`src/rtl/alu_mc_pkg.sv`:
```
// alu_mc_pkg: definitions shared by the multi-cycle ALU.
//   - 4-bit op encodings. The control unit decoder reuses these.
//   - The FSM state encoding of alu_mc (IDLE/BUSY/DONE).
// Optional divider build macro: ALU_MC_DIV_EN. It is consumed by alu_mc and alu_mc_iter.
package alu_mc_pkg;

    // Op encodings. Any value not listed here is an illegal op.
    localparam logic [3:0] OP_AND   = 4'b0000;
    localparam logic [3:0] OP_OR    = 4'b0001;
    localparam logic [3:0] OP_ADD   = 4'b0010;
    localparam logic [3:0] OP_PASSA = 4'b0011;
    localparam logic [3:0] OP_SRLV  = 4'b0101;
    localparam logic [3:0] OP_SUB   = 4'b0110;
    localparam logic [3:0] OP_SLT   = 4'b0111;
    localparam logic [3:0] OP_MULTU = 4'b1000;
    localparam logic [3:0] OP_DIVU  = 4'b1001;

    typedef enum logic [1:0] {
        IDLE = 2'd0,
        BUSY = 2'd1,
        DONE = 2'd2
    } state_e;

    // An op is iterative when it must run through the shift/subtract datapath.
    // A DIVU with a zero divisor is resolved in one cycle by the caller.
    function automatic logic op_is_iter(input logic [3:0] op);
        logic w_iter;
        w_iter = (op == OP_MULTU);
`ifdef ALU_MC_DIV_EN
        w_iter = w_iter || (op == OP_DIVU);
`endif
        return w_iter;
    endfunction

endpackage

```
`src/rtl/alu_mc_iter.sv`:
```
// alu_mc_iter: iterative datapath for unsigned multiply (shift-add) and, when
// ALU_MC_DIV_EN is defined, unsigned restoring divide.
//
// The first step is taken on the i_start edge directly from the operands. The
// remaining WIDTH-1 steps follow on consecutive cycles. o_done is high during
// the cycle whose step is the last one. o_hi/o_lo carry that step's
// (combinational) outcome, so the caller registers them on the same edge.
//
// Ports:
//   clk, rst_n   clock, asynchronous active-low reset
//   i_start      load operands and perform the first step
//   i_div        (ALU_MC_DIV_EN only) 1 = divide, 0 = multiply
//   i_a, i_b     operands: multiplicand/multiplier or dividend/divisor
//   o_done       final step happens this cycle
//   o_hi, o_lo   post-step HI (product high / remainder) and LO (product low / quotient)
module alu_mc_iter
    import alu_mc_pkg::*;
#(
    parameter int unsigned WIDTH = 32,
    parameter int unsigned CNT_W = $clog2(WIDTH) + 1
) (
    input  logic             clk,
    input  logic             rst_n,
    input  logic             i_start,
`ifdef ALU_MC_DIV_EN
    input  logic             i_div,
`endif
    input  logic [WIDTH-1:0] i_a,
    input  logic [WIDTH-1:0] i_b,
    output logic             o_done,
    output logic [WIDTH-1:0] o_hi,
    output logic [WIDTH-1:0] o_lo
);

    localparam logic [CNT_W-1:0] CNT_ONE  = CNT_W'(1);
    localparam logic [CNT_W-1:0] CNT_LOAD = CNT_W'(WIDTH - 1);

    // r_acc: HI half (partial product / partial remainder)
    // r_lo:  LO half (multiplier being shifted out / dividend becoming quotient)
    // r_opnd: multiplicand or divisor
    logic [WIDTH-1:0] r_acc;
    logic [WIDTH-1:0] r_lo;
    logic [WIDTH-1:0] r_opnd;
    logic [CNT_W-1:0] r_cnt;

    logic [WIDTH-1:0] w_acc_cur;
    logic [WIDTH-1:0] w_lo_cur;
    logic [WIDTH-1:0] w_opnd_cur;
    logic [WIDTH-1:0] w_acc_nxt;
    logic [WIDTH-1:0] w_lo_nxt;
    logic [WIDTH:0]   w_sum;

`ifdef ALU_MC_DIV_EN
    logic             r_div;
    logic             w_div_cur;
    logic [WIDTH:0]   w_rem_sh;
    logic [WIDTH:0]   w_diff;
`endif

    always_comb begin
        // On start the step works from the incoming operands with a cleared accumulator.
        w_acc_cur = i_start ? '0 : r_acc;
`ifdef ALU_MC_DIV_EN
        w_div_cur  = i_start ? i_div : r_div;
        w_lo_cur   = i_start ? (i_div ? i_a : i_b) : r_lo;
        w_opnd_cur = i_start ? (i_div ? i_b : i_a) : r_opnd;
`else
        w_lo_cur   = i_start ? i_b : r_lo;
        w_opnd_cur = i_start ? i_a : r_opnd;
`endif

        // Shift-add: conditionally add the multiplicand, then shift {carry, acc, lo} right.
        w_sum = {1'b0, w_acc_cur} + (w_lo_cur[0] ? {1'b0, w_opnd_cur} : '0);
        {w_acc_nxt, w_lo_nxt} = {w_sum, w_lo_cur[WIDTH-1:1]};

`ifdef ALU_MC_DIV_EN
        // Restoring divide: shift the next dividend bit into the remainder and try
        // subtracting. A borrow (top bit set) means keep the shifted remainder.
        w_rem_sh = {w_acc_cur, w_lo_cur[WIDTH-1]};
        w_diff   = w_rem_sh - {1'b0, w_opnd_cur};
        if (w_div_cur) begin
            if (!w_diff[WIDTH]) begin
                w_acc_nxt = w_diff[WIDTH-1:0];
                w_lo_nxt  = {w_lo_cur[WIDTH-2:0], 1'b1};
            end else begin
                w_acc_nxt = w_rem_sh[WIDTH-1:0];
                w_lo_nxt  = {w_lo_cur[WIDTH-2:0], 1'b0};
            end
        end
`endif
    end

    always_ff @(posedge clk or negedge rst_n) begin
        if (!rst_n) begin
            r_acc  <= '0;
            r_lo   <= '0;
            r_opnd <= '0;
            r_cnt  <= '0;
`ifdef ALU_MC_DIV_EN
            r_div  <= 1'b0;
`endif
        end else if (i_start) begin
            r_acc  <= w_acc_nxt;
            r_lo   <= w_lo_nxt;
            r_opnd <= w_opnd_cur;
            r_cnt  <= CNT_LOAD;
`ifdef ALU_MC_DIV_EN
            r_div  <= i_div;
`endif
        end else if (r_cnt != '0) begin
            r_acc <= w_acc_nxt;
            r_lo  <= w_lo_nxt;
            r_cnt <= r_cnt - CNT_ONE;
        end
    end

    assign o_done = (r_cnt == CNT_ONE);
    assign o_hi   = w_acc_nxt;
    assign o_lo   = w_lo_nxt;

endmodule

```
`src/rtl/alu_mc.sv`:
```
// alu_mc: multi-cycle ALU between register read and writeback.
//
// Simple ops (AND, OR, ADD, SUB, SLT, SRLV, PASSA) and illegal ops complete in
// one cycle. MULTU, and DIVU when ALU_MC_DIV_EN is defined, run through
// alu_mc_iter and present a result WIDTH cycles after acceptance. DIVU with a
// zero divisor completes in one cycle with err set. Without ALU_MC_DIV_EN, DIVU
// is an illegal op.
//
// Ports:
//   clk, rst_n            clock, asynchronous active-low reset
//   in_valid / in_ready   request handshake; in_ready is high only in IDLE
//   op, a, b              operation and operands, captured on acceptance
//   out_valid / out_ready result handshake; outputs are held while out_valid
//   result                primary result (LO for MULTU/DIVU)
//   result_hi             HI for MULTU/DIVU, 0 otherwise
//   zout                  result == 0
//   err                   illegal op or divide by zero
module alu_mc
    import alu_mc_pkg::*;
#(
    parameter int unsigned WIDTH = 32,
    parameter int unsigned CNT_W = $clog2(WIDTH) + 1
) (
    input  logic             clk,
    input  logic             rst_n,
    input  logic             in_valid,
    output logic             in_ready,
    input  logic [3:0]       op,
    input  logic [WIDTH-1:0] a,
    input  logic [WIDTH-1:0] b,
    output logic             out_valid,
    input  logic             out_ready,
    output logic [WIDTH-1:0] result,
    output logic [WIDTH-1:0] result_hi,
    output logic             zout,
    output logic             err
);

    localparam logic [WIDTH-1:0] ONE = WIDTH'(1);

    state_e           r_state;
    logic [WIDTH-1:0] r_result;
    logic [WIDTH-1:0] r_result_hi;
    logic             r_zout;
    logic             r_err;

    logic [WIDTH-1:0] w_simple_res;
    logic [WIDTH-1:0] w_simple_hi;
    logic             w_simple_err;
    logic             w_is_iter;
    logic             w_start;
    logic             w_iter_done;
    logic [WIDTH-1:0] w_iter_hi;
    logic [WIDTH-1:0] w_iter_lo;

    // Single-cycle result for everything that does not need the iterative datapath.
    always_comb begin
        w_simple_res = '0;
        w_simple_hi  = '0;
        w_simple_err = 1'b0;
        w_is_iter    = op_is_iter(op);
        case (op)
            OP_AND:   w_simple_res = a & b;
            OP_OR:    w_simple_res = a | b;
            OP_ADD:   w_simple_res = a + b;
            OP_SUB:   w_simple_res = a + ~b + ONE;
            // True signed compare; the sign of a - b is wrong on overflow.
            OP_SLT:   w_simple_res = ($signed(a) < $signed(b)) ? ONE : '0;
            OP_SRLV:  w_simple_res = b >> a[CNT_W-2:0];
            OP_PASSA: w_simple_res = a;
            OP_MULTU: w_simple_res = '0;
`ifdef ALU_MC_DIV_EN
            OP_DIVU: begin
                // Divide by zero bypasses the divider.
                if (b == '0) begin
                    w_is_iter    = 1'b0;
                    w_simple_res = '1;
                    w_simple_hi  = a;
                    w_simple_err = 1'b1;
                end
            end
`endif
            default:  w_simple_err = 1'b1;
        endcase
    end

    assign w_start = in_valid && (r_state == IDLE) && w_is_iter;

    alu_mc_iter #(
        .WIDTH (WIDTH),
        .CNT_W (CNT_W)
    ) u_iter (
        .clk     (clk),
        .rst_n   (rst_n),
        .i_start (w_start),
`ifdef ALU_MC_DIV_EN
        .i_div   (op == OP_DIVU),
`endif
        .i_a     (a),
        .i_b     (b),
        .o_done  (w_iter_done),
        .o_hi    (w_iter_hi),
        .o_lo    (w_iter_lo)
    );

    // Control FSM and result registers. Result, HI, zout and err only change on
    // entry to DONE, so they stay stable for the whole output handshake.
    always_ff @(posedge clk or negedge rst_n) begin
        if (!rst_n) begin
            r_state     <= IDLE;
            r_result    <= '0;
            r_result_hi <= '0;
            r_zout      <= 1'b0;
            r_err       <= 1'b0;
        end else begin
            case (r_state)
                IDLE: begin
                    if (in_valid) begin
                        if (w_is_iter) begin
                            r_state <= BUSY;
                        end else begin
                            r_state     <= DONE;
                            r_result    <= w_simple_res;
                            r_result_hi <= w_simple_hi;
                            r_zout      <= (w_simple_res == '0);
                            r_err       <= w_simple_err;
                        end
                    end
                end
                BUSY: begin
                    if (w_iter_done) begin
                        r_state     <= DONE;
                        r_result    <= w_iter_lo;
                        r_result_hi <= w_iter_hi;
                        r_zout      <= (w_iter_lo == '0);
                        r_err       <= 1'b0;
                    end
                end
                DONE: begin
                    // No new acceptance on the handshake cycle: go back to IDLE first.
                    if (out_ready) begin
                        r_state <= IDLE;
                    end
                end
                default: r_state <= IDLE;
            endcase
        end
    end

    assign in_ready  = (r_state == IDLE);
    assign out_valid = (r_state == DONE);
    assign result    = r_result;
    assign result_hi = r_result_hi;
    assign zout      = r_zout;
    assign err       = r_err;

endmodule

```
`config.mk`:
```
export PLATFORM = sky130hd
export DESIGN_NAME = alu_mc
export DESIGN_NICKNAME = d
export VERILOG_FILES = /design/src/rtl/alu_mc_pkg.sv /design/src/rtl/alu_mc_iter.sv /design/src/rtl/alu_mc.sv
export SDC_FILE = /design/constraint.sdc
export NUM_CORES = 1
export LEC_CHECK = 0
export CAP_MARGIN = 30
export CORE_AREA = 2 2 139 209
export DETAILED_ROUTE_END_ITERATION = 6
export DIE_AREA = 0 0 141 211
export GPL_ROUTABILITY_DRIVEN = 0
export HOLD_SLACK_MARGIN = 0.08
export PLACE_DENSITY = 0.82
export SYNTH_ARGS = -nofsm -noshare
export SYNTH_HDL_FRONTEND = slang
export SYNTH_HIERARCHICAL = 1
export SYNTH_SLANG_ARGS = --single-unit
```
`constraint.sdc`:
```
create_clock -name clk -period 9.1 [get_ports clk]
set_input_delay 1.82 -clock clk [delete_from_list [all_inputs] [get_ports clk]]
set_output_delay 1.82 -clock clk [all_outputs]
set_load 0.02 [all_outputs]
```
==> qor.yml <==
placed_design:
  place_ws_ns: 1.59
  dp.final_hpwl_mm: 42.1
  port_buffers: 139
  dp.cells: 2367
die:
  die_w_um: 141
  ioPinCount: 140
  initial_utilization: 0.597
  dieArea_um2: 29800
  row_count: 75
  dieHeight_um: 211
  coreArea_um2: 27900
routing:
  vias: 16700
  wl_mm: 56.7
  ant_nets: 0
  drc: 0
  drt-vias-per-instance: 6.95
  drt_iter0_drc: 1839
  wl_per_cell_um: 23.6
  dr.pass1.iters: 7
power:
  irDropWorstVdd_mv: 0.206
  p_leak_nw: 8.42
  power_mw: 3.90
  powerDensity_nw_per_um2: 209
clock_tree:
  clock_sinks: 170
  post_cts.repair.setup_buffers: 0
  hold_buffers: 0
  worstSkewPairLatency_ns: 0.44
  cts_buffers: 17
  clockBufferDepth: 2
  cts_max_level: 4
  cts_tree: "built"
  cts_resized: 0
  cts-root-buf: "clkbuf_16"
  cts.clk_slew.worst_paths_ns: 0.06
timing:
  min_period_over_period: 0.792
  tightestPinTransition_ns: 1.39
  layout_min_cycle_time_ns: 7.21
  hold_viol_final: 0
  fin_setup_tns_ns: 0
  finalSetupViolCount: 0
  worst_slack_ns: 1.89
  final_max_slew_viol_count: 0
  rsz0062_at_grt: "false"
  finalClockSkew_ns: 0.0101
  fmax_mhz: 139
  maxSlewHeadroom: 0.0755
  hold_slack_ns: 0.468
layout:
  layout_commonest_cell: "nand2_1"
  num-nets-final: 2249
  drive_gt1_frac: 0.115
  layout_common_cells: "199 x nand2_1, 170 x dfrtp_1, 136 x nor2_1, 136 x clkdlybuf4s50_1, 133 x ha_1"
  syn_to_final_growth_pct: 12.2
  instances_no_fill: 2403
synth:
  synth.avg_cell_area_um2: 8.37
  synth_warnings: 6
  async_flop_share: 1.00
  yosysSeqAreaShare: 0.256
  synth_cells: 1987
  yosys_most_used_dff: "dfrtp_1"
  netlist_area_um2: 16600
  yosys_register_bits: 170
  synthesis.nets: 2195
  synth-edff-count: 0
  synth.distinct_cells: 99
global_route:
  met1_usage: 0.441
  grt.busiest_layer: "met2"
  grt_max_degree: 106
  use_met3: 0.0787
  globalRouteOverflowTotal: 0
  grt_pass1_vias: 16400
  grt_pass1_wl_mm: 88.2
  antenna_found_initial: 2
  grt_usage: 0.378
  grt.met2_usage: 0.616
critical_path:
  cpPeakStageDelay_ns: 0.73
  critPathBufInv: 3
  end_kind: "register"
  cp_max_fo: 32
  worstPathCellList: "clkdlybuf4s50_1 -> or4b_2 -> or2_2 -> nor3_2 -> buf_4 -> mux2i_2 -> buf_4 -> nor2b_1 -> ha_1 -> fa_1 -> a21o_1 -> a22o_1 -> a221oi_4 -> o211ai_2 -> a21o_1 -> a311oi_1 -> nor2_1 -> a22o_1"
  cp.required_ns: 9.42
  arrival_ns: 7.53
  cp-start-kind: "primary input"
  critPathTopFamily: "compound AO/OA/AOI/OAI gates"
  crit_type: "primary input to register"
  crit_slowest_cell: "or4b_2"
worst_hold_path:
  worstHoldPathType: "register to register"
run_status:
  status: "complete, no violations"
job:
  maxCapViolCount: 0
-- logic make-up after synthesis --
family | count (synthesis) | synth area share
xor+xnor | 32 | 0.0168
flops | 170 | 0.256
fa+ha+maj | 136 | 0.104
buf+inv | 255 | 0.0638
mux | 193 | 0.140
simple gates | 611 | 0.179
compound gates | 590 | 0.241
-- metrics by stage --
stage	area [um2]	utilization
after floorplan	16600	-
final	18700	0.670
after detailed placement	18100	0.648
after global placement	18100	0.648
after CTS	18600	0.668
after global routing	18700	0.670
-- power by group --
part	internal [mW]	switching, mW	leakage (nW)
logic	0.851	1.21	5.97
clock network	0.374	0.307	0.274
registers	1.01	0.146	2.18
-- synthesized netlist by cell type, drive strengths merged, types with 30 or more instances --
cell,count,area (um2)
a211oi,35,278
a21o,31,233
a21oi,131,663
a22o,36,315
buf,46,274
clkbuf,81,307
dfrtp,170,4250
ha,133,1660
inv,128,480
mux2,116,1310
mux2i,59,594
nand2,199,747
nand3,37,185
nor2,136,510
nor2b,73,457
o21ai,141,709
o22ai,30,188
-- metal layers --
metal  share of wire  vias up
met2            0.47     1142
met4           0.086        0
met3            0.10      388
met1            0.35     7816
met5               0        -
li1                -     7353
-- flip-flops by register name, indices dropped and copies added (netlist names) --
register       flops
u_iter/r_cnt       6
result            32
u_iter/r_lo       32
err                1
u_iter/r_acc      32
r_state            2
zout               1
u_iter/r_opnd     32
result_hi         32
-- worst min-delay path, stage by stage (launching register included) --
cell and delay (ns):
dfrtp_1 0.34, nand2_1 0.05, nand2_1 0.05
-- path summary, 6_finish.rpt --
check	start	depth (start not counted)	slack, ns	to
worst max-delay path	op[3]	18	1.89	result_hi[29]
worst min-delay path	u_iter/r_lo[31]	2	0.47	u_iter/r_lo[31]
worst max register to register	r_state[1]	15	4.41	result_hi[29]
worst min register to register	u_iter/r_lo[31]	2	0.47	u_iter/r_lo[31]
max in group asynchronous	rst_n	3	6.40	u_iter/r_opnd[11]
min in group asynchronous	rst_n	1	1.15	result_hi[1]
-- area by class of cell --
cell class,instances,area (um2)
fill,2223,9210
tap,346,433
clock buffer,21,470
inverter,128,480
antenna,3,7.51
clock inverter,11,87.6
multi-input combinational,1562,11400
sequential,170,4250
timing repair buffer,162,1580
(Power assumes the default switching activity.)
